[config.mk]
export PLATFORM = sky130hd
export DESIGN_NAME = seq_long_div_flat
export DESIGN_NICKNAME = d
export VERILOG_FILES = /design/src/rtl/seq_long_div_if.sv /design/src/rtl/seq_long_div.sv /design/src/flat_wrapper.sv
export SDC_FILE = /design/constraint.sdc
export NUM_CORES = 1
export LEC_CHECK = 0
export BUFFER_PORTS_ARGS = -buffer_cell sky130_fd_sc_hd__buf_2
export CORE_ASPECT_RATIO = 0.8
export CORE_UTILIZATION = 40
export DETAILED_ROUTE_END_ITERATION = 8
export GPL_ROUTABILITY_DRIVEN = 0
export GPL_TIMING_DRIVEN = 1
export PLACE_DENSITY = 0.6
export SETUP_SLACK_MARGIN = 0.05
export SKIP_LAST_GASP = 1
export SYNTH_ARGS = -nofsm -noshare
export SYNTH_HDL_FRONTEND = slang
export SYNTH_SLANG_ARGS = --single-unit
[constraint.sdc]
create_clock -name clk_in -period 17.8 [get_ports clk_in]
set_input_delay 1.78 -clock clk_in [delete_from_list [all_inputs] [get_ports clk_in]]
set_output_delay 1.78 -clock clk_in [all_outputs]
set_load 0.005 [all_outputs]
[src/rtl/seq_long_div_if.sv]
// Operand/result bundle for the sequential long divider.
// The master side presents operands; the slave side (the divider) returns results.
interface seq_long_div_if #(
  parameter int size_in  = 64,
  parameter int size_out = 2*size_in
);
  logic                valid_in;
  logic                ready_out;
  logic [size_out-1:0] dividend_in;
  logic [size_in-1:0]  divisor_in;
  logic                valid_out;
  logic [size_out-1:0] quotient_out;
  logic [size_in-1:0]  remainder_out;
  logic                div_zero_out;

  modport master (
    output valid_in, dividend_in, divisor_in,
    input  ready_out, valid_out, quotient_out, remainder_out, div_zero_out
  );

  modport slave (
    input  valid_in, dividend_in, divisor_in,
    output ready_out, valid_out, quotient_out, remainder_out, div_zero_out
  );
endinterface

[src/rtl/seq_long_div.sv]
// Restoring long divider: 2N-bit dividend / N-bit divisor, one quotient bit
// per clock, MSB first. Fixed latency regardless of operand values, including
// a zero divisor.
module seq_long_div #(
  parameter int size_in  = 64,
  parameter int size_out = 2*size_in
) (
  input logic           clk_in,
  input logic           rst_in,
  seq_long_div_if.slave bus
);
  localparam int CW = $clog2(size_out);
  localparam int RW = size_in + 1;

  typedef enum logic [1:0] {IDLE, RUN, DONE} state_t;

  state_t              state_q, state_d;
  // Dividend bits shift out of the top while quotient bits shift in at the
  // bottom, so after size_out steps this register holds the quotient.
  logic [size_out-1:0] dvd_q;
  logic [size_in-1:0]  dsr_q;
  logic [RW-1:0]       rem_q;
  logic [RW:0]         rem_sh;
  logic [RW-1:0]       rem_nx;
  logic                ge;
  logic [CW-1:0]       cnt_q;
  logic                accept, last;
  logic [size_out-1:0] quo_out_q;
  logic [size_in-1:0]  rem_out_q;
  logic                dz_q;

  assign accept = (state_q == IDLE) && bus.valid_in;
  assign last   = (state_q == RUN) && (cnt_q == CW'(size_out-1));

  // One restoring step: shift in the next dividend bit, subtract if it fits.
  always_comb begin
    rem_sh = {rem_q, dvd_q[size_out-1]};
    ge     = (rem_sh >= {2'b00, dsr_q});
    rem_nx = ge ? RW'(rem_sh - {2'b00, dsr_q}) : RW'(rem_sh);
  end

  // State register.
  always_ff @(posedge clk_in or posedge rst_in) begin
    if (rst_in) state_q <= IDLE;
    else        state_q <= state_d;
  end

  // Next-state logic.
  always_comb begin
    state_d = state_q;
    case (state_q)
      IDLE:    if (bus.valid_in) state_d = RUN;
      RUN:     if (last)         state_d = DONE;
      DONE:                      state_d = IDLE;
      default:                   state_d = IDLE;
    endcase
  end

  // Datapath: operand capture, iteration, and result registration.
  always_ff @(posedge clk_in or posedge rst_in) begin
    if (rst_in) begin
      dvd_q     <= '0;
      dsr_q     <= '0;
      rem_q     <= '0;
      cnt_q     <= '0;
      quo_out_q <= '0;
      rem_out_q <= '0;
      dz_q      <= 1'b0;
    end else if (accept) begin
      dvd_q <= bus.dividend_in;
      dsr_q <= bus.divisor_in;
      rem_q <= '0;
      cnt_q <= '0;
    end else if (state_q == RUN) begin
      dvd_q <= {dvd_q[size_out-2:0], ge};
      rem_q <= rem_nx;
      cnt_q <= cnt_q + 1'b1;
      if (last) begin
        // A zero divisor naturally yields all-ones quotient bits; only the
        // remainder needs overriding.
        if (dsr_q == '0) begin
          quo_out_q <= '1;
          rem_out_q <= '0;
          dz_q      <= 1'b1;
        end else begin
          quo_out_q <= {dvd_q[size_out-2:0], ge};
          rem_out_q <= rem_nx[size_in-1:0];
          dz_q      <= 1'b0;
        end
      end
    end
  end

  assign bus.ready_out     = (state_q == IDLE);
  assign bus.valid_out     = (state_q == DONE);
  assign bus.quotient_out  = quo_out_q;
  assign bus.remainder_out = rem_out_q;
  assign bus.div_zero_out  = dz_q;
endmodule

[src/flat_wrapper.sv]
// flat-port wrapper written by rule: the top's interface ports become plain ports
module seq_long_div_flat 
#(
  parameter int size_in  = 64,
  parameter int size_out = 2*size_in
)
  (clk_in, rst_in, bus_valid_in, bus_dividend_in, bus_divisor_in, bus_ready_out, bus_valid_out, bus_quotient_out, bus_remainder_out, bus_div_zero_out);
  seq_long_div_if #(.size_in(size_in), .size_out(size_out)) bus_i ();
  input logic clk_in;
  input logic rst_in;
  input wire logic [$bits(bus_i.valid_in)-1:0] bus_valid_in;
  input wire logic [$bits(bus_i.dividend_in)-1:0] bus_dividend_in;
  input wire logic [$bits(bus_i.divisor_in)-1:0] bus_divisor_in;
  output wire logic [$bits(bus_i.ready_out)-1:0] bus_ready_out;
  output wire logic [$bits(bus_i.valid_out)-1:0] bus_valid_out;
  output wire logic [$bits(bus_i.quotient_out)-1:0] bus_quotient_out;
  output wire logic [$bits(bus_i.remainder_out)-1:0] bus_remainder_out;
  output wire logic [$bits(bus_i.div_zero_out)-1:0] bus_div_zero_out;
  assign bus_i.valid_in = bus_valid_in;
  assign bus_i.dividend_in = bus_dividend_in;
  assign bus_i.divisor_in = bus_divisor_in;
  assign bus_ready_out = bus_i.ready_out;
  assign bus_valid_out = bus_i.valid_out;
  assign bus_quotient_out = bus_i.quotient_out;
  assign bus_remainder_out = bus_i.remainder_out;
  assign bus_div_zero_out = bus_i.div_zero_out;
  seq_long_div #(.size_in(size_in), .size_out(size_out)) u_core (.clk_in(clk_in), .rst_in(rst_in), .bus(bus_i));
endmodule
==> results.toml <==
[outcome]
status = "finished clean"

[layout]
fillers = 5250
seq_area_mm2 = 0.0115
multiInputGateArea_mm2 = 0.00982
syn_to_final_growth_pct = 18.9
utilization_pct = 48.7
final_layout_size_suffix_gt1_share_pct = 19.7
nets = 2924

[clock_network]
insertion_delay_ps = 600
cts_resized = 0
root_buffer = "clkbuf_16"
numCtsBuffers = 48
clk_pin_slew_worst_paths_ps = 70
post_cts_buffers = 0
ctsHoldBuffers = 0
clk_path_buf_depth = 3
cts_tree = "done"
htree_num_levels = 2
cts_sinks = 459

[worst_setup_path]
critPathCaptureType = "register"
arrival_ps = 4940
critical_path_required_ps = 18300
setup.worst_path.start = "u_core.dsr_q[7]$_DFFE_PP0P_"
timing.rr.start = "u_core.dsr_q[7]$_DFFE_PP0P_"
critical_path_class = "reg -> reg"
cp_top_family = "compound AO/OA/AOI/OAI gates"
critPathMaxFanout = 51
cp_slowest_cell = "buf_4"
path_cells = "inv_1 > ha_1 > a21oi_1 > o21ai_0 > a22oi_1 > a31oi_2 > o211ai_1 > and2_4 > o211ai_4 > buf_4 > nand2_1 > o21ai_1"
startpoint_type = "register"
critPathMaxStageDelay_ps = 650
worst-path-buf-inv = 2

[floorplanning]
dieArea_mm2 = 0.0566
row_count = 76
initial_utilization_pct = 41.0
die_w_um = 266
ios = 390
die_h_um = 213
core_area_mm2 = 0.0544

[synthesis]
synthCells = 2373
synth_edf_count = 0
syn_area_mm2 = 0.0223
synth_top_area_cell = "dfrtp_1"
synthArstFlopShare_pct = 100
synth_seq_cells = 459
synth_nets = 2634
netlist_top_cells_area = "dfrtp_1 52%, nand2_1 7.8%, o22a_1 5.0%"
ys_seq_area_share_pct = 51.6
ys.warnings.count = 0
synth_ff_type = "dfrtp_1"
yosysTopAreaCellShare_pct = 51.6
synth_cell_types = 87
avgSynthCellArea_um2 = 9.39

[route]
drtPass1Iterations = 6
wirelength_mm = 72.0
postRouteAntennaNets = 0
drc = 0
vias_per_cell = 5.63
drt-initial-drc-count = 1841
wl_per_cell_um = 20.9
vias = 19400

[grt]
grt_max_degree = 184
grt_first_pass_wirelength_mm = 111
grt_pass1_vias = 19200
grt_antenna_before_repair = 9
track_usage_pct = 24.9
gr-total-overflow = 0

[min_path]
hp-class = "reg -> reg"
hp-start = "u_core.bus.remainder_out[44]$_DFFE_PP0P_"

[placement]
portBuffers = 389
dp_slack_ps = 13270
hpwl_mm = 48.7

[sta]
timing.final.crit_period_ps = 4450
drv_slew = 0
hold_slack_ps = 482
worst_pin_slew_ps = 1230
fin_skew_ps = 21.1
setup_viol = 0
rsz0062_at_grt = "false"
period_share_pct = 25.0
hold_viol_final = 0
clock.fmax_mhz = 225
setup_ws_ps = 13350
tns_ps = 0
slew_headroom_pct = 17.0

[job]
cap_violations = 0

[pwr]
leakage_uw = 0.0122
powerDensity_mw_per_mm2 = 187
vdd_drop_max_v = 0.0000742
fin_total_pwr_uw = 4960
[layer usage]
layer	up-vias	track usage [%]	share of wire [%]
li1	9019	-	-
met1	9601	35.0	45
met2	658	38.5	45
met3	114	5.02	6.7
met4	6	8.46	2.9
met5	-	0	0.061
[layout make-up]
type / instances / area share, %
Sequential cell: 459 / 43.4
Multi-Input combinational cell: 1659 / 37.1
Timing Repair Buffer: 408 / 7.98
Clock buffer: 63 / 5.28
Tap cell: 741 / 3.50
Clock inverter: 25 / 1.51
Inverter: 87 / 1.27
Antenna cell: 5 / 0.0472
[placed cells by master (no fill, tap or decap), types with 5 or more instances in the layout]
cell | Yosys | routed
a21oi_1 | 92 | 92
nor3_1 | 16 | 16
buf_2 | 20 | 389
clkinv_2 | 0 | 8
a21o_1 | 30 | 30
o22a_1 | 127 | 127
inv_1 | 84 | 82
dfrtp_1 | 459 | 459
ha_1 | 65 | 65
buf_4 | 5 | 17
clkbuf_16 | 0 | 49
xor2_1 | 14 | 14
and3_1 | 14 | 14
nand4_1 | 26 | 26
a32oi_1 | 13 | 13
a211oi_1 | 7 | 7
nand3_1 | 79 | 79
mux2i_1 | 22 | 22
xnor2_1 | 39 | 39
bufinv_16 | 0 | 9
nor2b_1 | 8 | 7
o21bai_1 | 14 | 14
o21a_1 | 10 | 10
nor2_1 | 113 | 112
o21ai_0 | 139 | 139
nand2_1 | 465 | 463
clkbuf_8 | 0 | 12
nor4_1 | 17 | 17
diode_2 | 0 | 5
o21ai_1 | 113 | 113
a31oi_1 | 73 | 73
o211ai_1 | 12 | 12
a22oi_1 | 73 | 73
[kinds of logic after synthesis]
| logic type | Yosys count | share of synthesized area (%) |
|---|---|---|
| fa+ha+maj | 66 | 3.74 |
| mux | 23 | 1.04 |
| xor+xnor | 53 | 2.08 |
| buf+inv | 255 | 4.54 |
| simple gates | 766 | 14.6 |
| flops | 459 | 51.6 |
| compound gates | 751 | 22.4 |
[through the flow]
stage               std cells  instance area [um2]
detailed placement       3354                24700
global placement         3354                24700
global route             3447                26500
finish                   3447                26500
CTS                      3442                26500
floorplan                2373                22300
[synth_stat cells, drive strengths merged, types with 22 or more instances]
library cell,instances
a22oi,73
inv,86
nand3,81
nand2,466
dfrtp,459
a31oi,74
o21ai,253
xnor2,39
mux2i,22
nor2,114
a21oi,92
ha,65
clkbuf,129
buf,39
a21o,31
o22a,127
nand4,26
[worst paths after layout]
check,to,slack (ps),cells after the start
setup reg to reg,u_core.bus.remainder_out[47]$_DFFE_PP0P_,13350,12
hold reg to reg,u_core.bus.remainder_out[44]$_DFFE_PP0P_,480,2
min in group asynchronous,u_core.bus.quotient_out[119]$_DFFE_PP0P_,1300,2
max in group asynchronous,u_core.bus.quotient_out[75]$_DFFE_PP0P_,13970,4
setup / recovery,u_core.bus.remainder_out[47]$_DFFE_PP0P_,13350,12
hold / removal,u_core.bus.remainder_out[44]$_DFFE_PP0P_,480,2
[power by group]
part	internal, uW	total (uW)	leakage [uW]	switching (uW)
Combinational	869	2240	0.00587	1380
Clock	689	1140	0.000884	451
Sequential	1340	1580	0.00547	239
Total	2900	4960	0.0122	2070
[registers in the layout (all words and copies together) (netlist names)]
name and count:
u_core.dsr_q 64, u_core.bus.div_zero_out 1, u_core.cnt_q 7, u_core.rem_q 65, u_core.bus.quotient_out 128, u_core.bus.remainder_out 64, u_core.state_q 2, u_core.dvd_q 128
[worst register-to-register path: cells and delay by family (launching register included)]
kind | cells | cell delay [ps]
buf+inv | 2 | 790
simple gates | 2 | 700
flops | 1 | 490
fa+ha+maj | 1 | 390
compound gates | 7 | 1980
Power figures use the tool's default switching activity.
